**src/rtl/accum_chk_pkg.sv**
```systemverilog
// Shared types and helpers for the accumulator PRBS checker.
// Holds the checker FSM encoding and the LFSR step function.
package accum_chk_pkg;

  localparam int DEF_WIDTH = 16;
  localparam logic [DEF_WIDTH-1:0] DEF_TAPS = 16'hB400;
  localparam int LFSR_MAXW = 64;

  typedef enum logic [1:0] {
    HUNT,
    VERIFY,
    LOCKED
  } chk_state_e;

  // Fibonacci step on a w-bit register held in a wide container.
  function automatic logic [LFSR_MAXW-1:0] lfsr_next(
    input logic [LFSR_MAXW-1:0] s,
    input logic [LFSR_MAXW-1:0] taps,
    input int                   w
  );
    logic [LFSR_MAXW-1:0] r;
    r = {s[LFSR_MAXW-2:0], ^(s & taps)};
    for (int i = 0; i < LFSR_MAXW; i++)
      if (i >= w) r[i] = 1'b0;
    return r;
  endfunction

endpackage

```
**src/rtl/accum_diff.sv**
```systemverilog
// Differentiator stage: recovers the LFSR word as the
// difference between consecutive accumulator samples.
module accum_diff
  import accum_chk_pkg::*;
#(
  parameter int WIDTH = DEF_WIDTH
) (
  input  logic             clk,
  input  logic             rst,
  input  logic             in_valid,
  input  logic [WIDTH-1:0] in_data,
  output logic             diff_valid,
  output logic [WIDTH-1:0] diff_data
);

  logic [WIDTH-1:0] prev;
  logic             primed;

  always_ff @(posedge clk or posedge rst) begin
    if (rst) begin
      prev       <= '0;
      primed     <= 1'b0;
      diff_valid <= 1'b0;
      diff_data  <= '0;
    end else begin
      diff_valid <= 1'b0;
      if (in_valid) begin
        prev   <= in_data;
        primed <= 1'b1;
        if (primed) begin
          diff_data  <= in_data - prev;
          diff_valid <= 1'b1;
        end
      end
    end
  end

endmodule

```
**config.mk**
```make
export PLATFORM = sky130hd
export DESIGN_NAME = accum_diff
export DESIGN_NICKNAME = d
export VERILOG_FILES = /design/src/rtl/accum_chk_pkg.sv /design/src/rtl/accum_diff.sv
export SDC_FILE = /design/constraint.sdc
export NUM_CORES = 1
export LEC_CHECK = 0
export ABC_AREA = 1
export ABC_CLOCK_PERIOD_IN_PS = 3250
export BUFFER_PORTS_ARGS = -buffer_cell sky130_fd_sc_hd__buf_2
export CORE_MARGIN = 8
export CORE_UTILIZATION = 60
export DETAILED_ROUTE_END_ITERATION = 16
export PLACE_DENSITY_LB_ADDON = 0.1
export RECOVER_POWER = 25
export SYNTH_ARGS = -nofsm -noshare
export SYNTH_HDL_FRONTEND = slang
export SYNTH_SLANG_ARGS = --single-unit
```
**constraint.sdc**
```tcl
create_clock -name clk -period 3.25 [get_ports clk]
set_clock_uncertainty 0.1 [all_clocks]
set_input_delay 0.325 -clock clk [delete_from_list [all_inputs] [get_ports clk]]
set_output_delay 0.325 -clock clk [all_outputs]
set_load 0.02 [all_outputs]
```
# ---- Word level (Yosys, flattened, before mapping)
# Cells that the tools add are included.
dict set report totals {
  output_inout_bits 17
  in_bits 19
  regBits 34
}
dict set report classes {
  mux 2
  add_sub_neg 1
  reduce_logical 1
}
# op count
set op_table {}
lappend op_table {{16-bit subtractor} 1}
lappend op_table {{1-bit two-way mux} 2}
lappend op_table {{2-bit AND reduction} 1}

# ---- Depth between registers and ports, before layout
# Gate-level depths: netlist of the first run.
dict set report logic_depth {
  word_depth 2
  ltp_mapped 12
  mapped_depth_nobuf 12
}

# ---- Least setup slack after synthesis of the first run
# OpenSTA, ideal clock, no wires.
dict set report synth_timing {
  kind {input port to flip-flop}
  from {in in_data[0]}
  to {reg diff_data[12]}
  stages 11
  path_buffers 0
  setup_time_ps 117
  path_slack_ps 1544
  t_arrival_ps 1489
  path_cell_list {inv_1 -> ha_1 -> fa_1 -> inv_1 -> nand3_1 -> nand3_1 -> nand3_1 -> nand3_1 -> nand2_1 -> nand3_1 -> nand2_1}
}
dict set report synth_between {
  elab_chain_len 1
}
# item line_no
set synth_lines {}
lappend synth_lines {{start, declared} accum_diff.sv:11} ;# input logic [WIDTH-1:0] in_data,
lappend synth_lines {{16-bit subtractor} accum_diff.sv:31} ;# diff_data <= in_data - prev;
lappend synth_lines {{end signal, assigned} accum_diff.sv:31}
lappend synth_lines {{end, declared} accum_diff.sv:13} ;# output logic [WIDTH-1:0] diff_data
# Every way passes these cells.
# A chain may end at the register's enable or synchronous reset.

# ---- Worst setup path after layout of the first run
dict set report layout_timing {
  from {reg prev[0]}
  to {reg diff_data[8]}
}
dict set report layout_between {
  elab_chain_len 1
}
# item line_no
set layout_lines {}
lappend layout_lines {{start, declared} accum_diff.sv:16} ;# logic [WIDTH-1:0] prev;
lappend layout_lines {{start signal, assigned} accum_diff.sv:28} ;# prev <= in_data;
lappend layout_lines {{16-bit subtractor} accum_diff.sv:31}
# Every way passes these cells.

==> results by group, run 1 <==
Synth
  • Syn Nets: 350
  • Syn_area_per_cell: 6.96 sq um
  • Mapped Area: 0.00219 sq mm
  • Sequential area share after synthesis: 0.388
  • Synthesized instance count: 315
  • Netlist cell types: 23
  • Area contributors post-synth: dfrtp_1 (39%), nand2_1 (21%), inv_1 (9.9%), ha_1 (8.6%), nand3_1 (4.6%)
  • Post-synth top area share: 0.388
  • Post-synth top area cell: dfrtp_1
  • #FFs+latches synth: 34
  • Yosys warnings: 0

Setup path
  • Startpoint type of the worst setup path: flip-flop
  • Crit. End Element: flip-flop
  • WS Path Type: flip-flop to flip-flop
  • Worst R2R Path Depth: 10
  • CP arrival: 2.01 ns
  • CP max FO: 4
  • CP required: 3.39 ns

STA
  • Fin crit share: 0.577
  • RSZ-0062 raised after global routing: false
  • Hold Vio Cnt, Final: 0
  • Minimum clock period: 1.88 ns
  • Worst-Margin Slew: 1.18 ns
  • Final setup violation count: 0
  • Worst hold slack: 0.0969 ns
  • Fmax achieved: 0.533 GHz
  • Setup_tns: 0 ns
  • Max-slew violation count: 0
  • Max-slew headroom: 0.214

Cells and area
  • N_diodes: 0
  • Finished Cell Area: 0.00248 sq mm
  • Nets: 389
  • Non-filler instance count after layout: 403
  • Layout cells sized above 1: 0.146
  • Synth-to-Final Area Change: 13.4%
  • Utilization after layout: 0.694

CTS
  • Post-CTS sizing: 0
  • CTS tree: built
  • CTS max path bufs: 2
  • CTS H-tree lvls: 2
  • Clock sinks: 34
  • CTS buffer count: 5
  • Post-CTS Setup Inserts: 0
  • Skew-Pair Late Insertion Delay: 0.35 ns
  • Reg clk slew, reported paths: 0.11 ns
  • CTS Hold Bufs: 1
  • Root Buffer: clkbuf_4

Floorplan
  • Die H: 76.4 um
  • Cell row count: 22
  • Core area: 0.00358 sq mm
  • I/O pin cnt: 36
  • Initial Util: 0.612
  • Die footprint: 0.00584 sq mm
  • Die W: 76.4 um

Route
  • Routed len/inst: 11.4 um
  • Final ANT Viol Nets: 0
  • Total vias in the final route: 1,960
  • TritonRoute pass-1 iters: 4
  • Total wire length: 4600 um
  • DRC Markers: 0
  • First DRT Iteration DRCs: 97
  • Vias per Instance: 4.86

Global routing
  • Global-route wire length before repair: 8060 um
  • Total gr overflow: 0
  • GR peak layer: met2
  • Grt met3 use: 0.0542
  • M2 GR Usage: 0.263
  • Pin count of the biggest net entering global routing: 35
  • Met1 usage: 0.200
  • Overall routing resource usage: 0.166
  • Antenna violations before repair: 0
  • Vias in the first global route: 1,930

Min path
  • Hold path depth: 3
  • Min-delay worst type: primary input to flip-flop

Placement
  • Area after DPL: 0.00241 sq mm
  • RD Place Congestion: 0.872
  • Placed Instances: 394
  • IO Port Bufs: 35
  • HPWL after DPL: 3540 um

Pwr
  • Power Density: 475 mW/mm^2
  • Peak supply drop: 0.000291 V
  • Lkg Pwr: 1.47 nW

Run status
  • Status: finished, final reports clean

Run
  • Max-cap violations: 0
-- routing by layer --
metal / share of wire / vias to the layer above
met4: 0.017 / 0
met1: 0.49 / 877
met2: 0.44 / 39
li1: - / 1036
met5: 0 / -
met3: 0.053 / 8
-- cell usage after synthesis --
cell type and count:
nand3_1 20, nand4_1 1, nor2_2 1, nand3b_1 2, or2_0 3, nor2_1 11
xor2_1 2, nand2_2 3, inv_1 58, nand3_2 2, fa_1 1, nor3_1 3
mux2_2 1, nand2_1 121, buf_4 1, or2_2 1, or2_4 1, o21ai_0 20
xnor2_1 1, dfrtp_1 34, a21oi_1 8, ha_1 15, clkbuf_1 5
-- path summary, 6_finish.rpt --
kind | from | end | slack (ns)
max | prev[0] | diff_data[8] | 1.37
min | in_data[3] | prev[3] | 0.1
max reg2reg | prev[0] | diff_data[8] | 1.37
min reg2reg | primed | primed | 0.39
max in group asynchronous | rst | prev[10] | 2.24
min in group asynchronous | rst | diff_data[5] | 0.50
-- sequential cells by signal, indices dropped and copies added (netlist names) --
name / count
diff_valid: 1
primed: 1
prev: 16
diff_data: 16
-- kinds of logic (layout without fill, tap and decap cells) --
logic type | count (synthesis) | after routing | synth area share
AO/OA/AOI/OAI | 28 | 28 | 0.0640
XOR/XNOR | 3 | 3 | 0.0120
adder cells (fa/ha/maj) | 16 | 16 | 0.0948
buffers and inverters | 64 | 104 | 0.111
flip-flops | 34 | 34 | 0.388
multiplexers | 1 | 1 | 0.00514
AND/OR/NAND/NOR | 169 | 169 | 0.324
-- power by group --
part	internal, W	switching (W)
Clock	0.000105	0.000145
Sequential	0.000483	0.0000282
Combinational	0.000148	0.000271
Total	0.000736	0.000444
-- critical path, cell delays in order (launching register included) --
cell and delay [ns]:
dfrtp_1 0.40, ha_1 0.21, fa_1 0.36, inv_1 0.12, nand3_1 0.09, nand3_1 0.14
nand2_1 0.07, nand3_1 0.09, nand2_1 0.06, nand2_1 0.06, o21ai_0 0.07
-- metrics by stage --
stage          setup WS (ns)  total power (W)
3_3_place_gp            1.38         0.000928
2_1_floorplan           1.54         0.000819
6_report                1.37          0.00118
3_5_place_dp            1.32         0.000939
5_1_grt                 1.23          0.00127
4_1_cts                 1.39          0.00119
-- placed cells by master (no fill, tap or decap), drive strengths merged --
cell,n
a21oi,8
buf,36
clkbuf,8
clkinv,1
dfrtp,34
dlygate4sd3,1
fa,1
ha,15
inv,58
mux2,1
nand2,124
nand3,22
nand3b,2
nand4,1
nor2,12
nor3,3
o21ai,20
or2,5
xnor2,1
xor2,2
-- area by class of cell --
| type | instances | area (sq um) |
|---|---|---|
| tap | 48 | 60.1 |
| inverter | 58 | 218 |
| sequential | 34 | 851 |
| clock inverter | 1 | 5.00 |
| clock buffer | 7 | 55.1 |
| timing repair buffer | 38 | 199 |
| multi-input combinational | 217 | 1100 |
| fill | 343 | 1090 |
Note: power is estimated with default switching activity, not from simulation.
==> run 2: changes to the inputs <==
--- a/config.mk
+++ b/config.mk
@@ -6,10 +6,10 @@
 export NUM_CORES = 1
 export LEC_CHECK = 0
 export ABC_AREA = 1
-export ABC_CLOCK_PERIOD_IN_PS = 3250
+export ABC_CLOCK_PERIOD_IN_PS = 1700
 export BUFFER_PORTS_ARGS = -buffer_cell sky130_fd_sc_hd__buf_2
 export CORE_MARGIN = 8
-export CORE_UTILIZATION = 60
+export CORE_UTILIZATION = 51
 export DETAILED_ROUTE_END_ITERATION = 16
 export PLACE_DENSITY_LB_ADDON = 0.1
 export RECOVER_POWER = 25
==> constraint.sdc (replaced) <==
create_clock -name clk -period 1.7 [get_ports clk]
set_clock_uncertainty 0.1 [all_clocks]
set_input_delay 0.17 -clock clk [delete_from_list [all_inputs] [get_ports clk]]
set_output_delay 0.17 -clock clk [all_outputs]
set_load 0.02 [all_outputs]
==> results by group, run 2 (synthesized netlist as in run 1, its figures left out) <==
Cells and area
  • Commonest cells after routing, fill and taps aside: nand2_1 (113), inv_1 (56), dfrtp_1 (34), buf_2 (33), o21ai_0 (18) (was nand2_1 (121), inv_1 (58), dfrtp_1 (34), buf_2 (34))
  • Layout cells sized above 1: 0.253 (was 0.146)
  • N_diodes: 0 (unchanged)
  • Largest registers: diff_data (16), prev (16) (unchanged)
  • Leading cell type in the layout, fill and taps excluded: nand2_1 (unchanged)
  • Finished Cell Area: 0.00279 sq mm (was 0.00248 sq mm)
  • Synth-to-Final Area Change: 27.4% (was 13.4%)
  • Nets: 394 (was 389)

Setup path
  • Worst R2R End: diff_data[12] (was diff_data[8])
  • Worst path top cell family by delay: adder cells (unchanged)
  • CP max FO: 3 (was 4)
  • Top cell by count, worst path: nand3_2
  • Worst R2R Path Depth: 10 (unchanged)
  • Crit path cell chain: ha_2 -> fa_2 -> inv_2 -> nand3_2 -> nand3_4 -> nand3_2 -> nand3_2 -> nand2_1 -> nand3_1 -> nand2_1 (was ha_1 -> fa_1 -> inv_1 -> nand3_1 -> nand3_1 -> nand2_1 -> nand3_1 -> nand2_1 -> nand2_1 -> o21ai_0)
  • CP arrival: 1.78 ns (was 2.01 ns)
  • Max incr delay on CP: 0.39 ns (was 0.40 ns)
  • Crit. End Element: flip-flop (unchanged)
  • Buffers and inverters on the worst path: 1 (unchanged)
  • Startpoint type of the worst setup path: flip-flop (unchanged)
  • Worst r2r src: prev[0] (unchanged)
  • WS Path Type: flip-flop to flip-flop (unchanged)
  • R2R Setup Slk: 0.004 ns (was 1.37 ns)
  • Critical path's slowest cell: dfrtp_1 (unchanged)
  • CP required: 1.78 ns (was 3.39 ns)

Global routing
  • Antenna violations before repair: 0 (unchanged)
  • Overall routing resource usage: 0.161 (was 0.166)
  • Pin count of the biggest net entering global routing: 35 (unchanged)
  • Total gr overflow: 0 (unchanged)
  • Vias in the first global route: 1,840 (was 1,930)
  • Global-route wire length before repair: 8310 um (was 8060 um)

Pwr
  • Lkg Pwr: 1.53 nW (was 1.47 nW)
  • Power Density: 942 mW/mm^2 (was 475 mW/mm^2)
  • Peak supply drop: 0.000603 V (was 0.000291 V)
  • Tot Pwr: 0.00263 W (was 0.00118 W)

STA
  • Minimum clock period: 1.70 ns (was 1.88 ns)
  • RSZ-0062 raised after global routing: true (was false)
  • Hold Vio Cnt, Final: 0 (unchanged)
  • Setup ws final: 0.00367 ns (was 1.37 ns)
  • Worst-Margin Slew: 0.852 ns (was 1.18 ns)
  • Fmax achieved: 0.590 GHz (was 0.533 GHz)
  • Final setup violation count: 0 (unchanged)
  • Max-slew violation count: 0 (unchanged)
  • Fin crit share: 0.998 (was 0.577)
  • Max-slew headroom: 0.432 (was 0.214)

Min path
  • Min-delay worst type: primary input to flip-flop (unchanged)
  • Worst Hold Launch: in_data[11] (was in_data[3])
  • Hold path depth: 3 (unchanged)
  • Worst Hold End: prev[11] (was prev[3])

Floorplan
  • Initial Util: 0.517 (was 0.612)
  • Die H: 81.5 um (was 76.4 um)
  • Core area: 0.00423 sq mm (was 0.00358 sq mm)
  • I/O pin cnt: 36 (unchanged)
  • Die W: 81.5 um (was 76.4 um)
  • Cell row count: 24 (was 22)
  • Die footprint: 0.00665 sq mm (was 0.00584 sq mm)

Route
  • Final ANT Viol Nets: 0 (unchanged)
  • Routed len/inst: 12.5 um (was 11.4 um)
  • DRC Markers: 0 (unchanged)
  • First DRT Iteration DRCs: 83 (was 97)
  • Total vias in the final route: 2,009 (was 1,960)
  • TritonRoute pass-1 iters: 4 (unchanged)
  • Total wire length: 5160 um (was 4600 um)
  • Vias per Instance: 4.88 (was 4.86)

CTS
  • Reg clk slew, reported paths: 0.07 ns (was 0.11 ns)
  • CTS max path bufs: 2 (unchanged)
  • CTS tree: built (unchanged)
  • Skew-Pair Late Insertion Delay: 0.29 ns (was 0.35 ns)
  • Clock sinks: 34 (unchanged)
  • CTS H-tree lvls: 2 (unchanged)
  • Root Buffer: clkbuf_8 (was clkbuf_4)
  • CTS buffer count: 5 (unchanged)

Placement
  • Area after DPL: 0.00244 sq mm (was 0.00241 sq mm)
  • IO Port Bufs: 35 (unchanged)
  • HPWL after DPL: 3650 um (was 3540 um)
  • RD Place Congestion: 0.858 (was 0.872)
  • Pre-CTS setup slack: -0.116 ns (was 1.32 ns)

Run
  • Max-cap violations: 0 (unchanged)

Run status
  • Status: finished, final reports clean (unchanged)
## run 2: cell types whose count changed in the layout (fill, tap and decap cells not counted), sizes merged
cell / delta
dlygate4sd3: +1
buf: +1
clkbuf: +4
clkinv: -1
## run 2: timing repair
| item | in CTS | in global routing |
|---|---|---|
| pin swaps | 0 | 4 |
| hold endpoints to repair | 35 | 0 |
| gates resized for setup | 8 | 38 |
| setup buffers | 0 | 1 |
| hold buffers | 2 | 0 |
| endpoints found under the setup margin | 6 | 12 |
## run 2: power breakdown
| group | internal (W) | switching [W] |
|---|---|---|
| registers | 0.000925 | 0.0000550 |
| logic | 0.000365 | 0.000580 |
| clock network | 0.000409 | 0.000294 |
## run 2: worst min-delay path: cells and delay by family
kind,cells,cell delay [ns]
AO/OA/AOI/OAI,1,0.06
buffers and inverters,1,0.09
AND/OR/NAND/NOR,1,0.04
## run 2: worst max path at each step
stage | startpoint | to | slack [ns] | cells past startpoint
CTS | prev[0] | diff_data[8] | -0.001 | 10
global placement | prev[0] | diff_data[12] | -0.07 | 10
finish | prev[0] | diff_data[12] | 0.004 | 10
floorplan | prev[0] | diff_data[12] | 0.003 | 10
global route | prev[0] | diff_data[12] | -0.09 | 10
detailed placement | prev[0] | diff_data[12] | -0.12 | 10
## run 2: area by class of cell
class | count | area [sq um]
flip-flops and latches | 34 | 851
repair buffers | 43 | 233
inverters | 58 | 218
clock buffers | 8 | 110
well taps | 52 | 65.1
fillers | 369 | 1440
multi-input cells | 217 | 1310
## run 2: per-layer routing
layer  routed length, um  GRT usage  up-vias
met2                2350      0.256       42
met3                 320     0.0449        6
met1                2420      0.204      912
li1                    -          -     1049
met5                   0          0        -
met4                  71     0.0589        0
## run 2: stage by stage
step	hold WS (ns)	TNS (ns)	util	cells
after detailed placement	0.192	-0.376	0.577	401
final	0.0114	0	0.659	412
after global routing	0.0276	-0.457	0.659	412
after global placement	0.195	-0.155	0.577	401
after floorplan	0.182	0	-	315
after CTS	0.000488	-0.00144	0.618	411
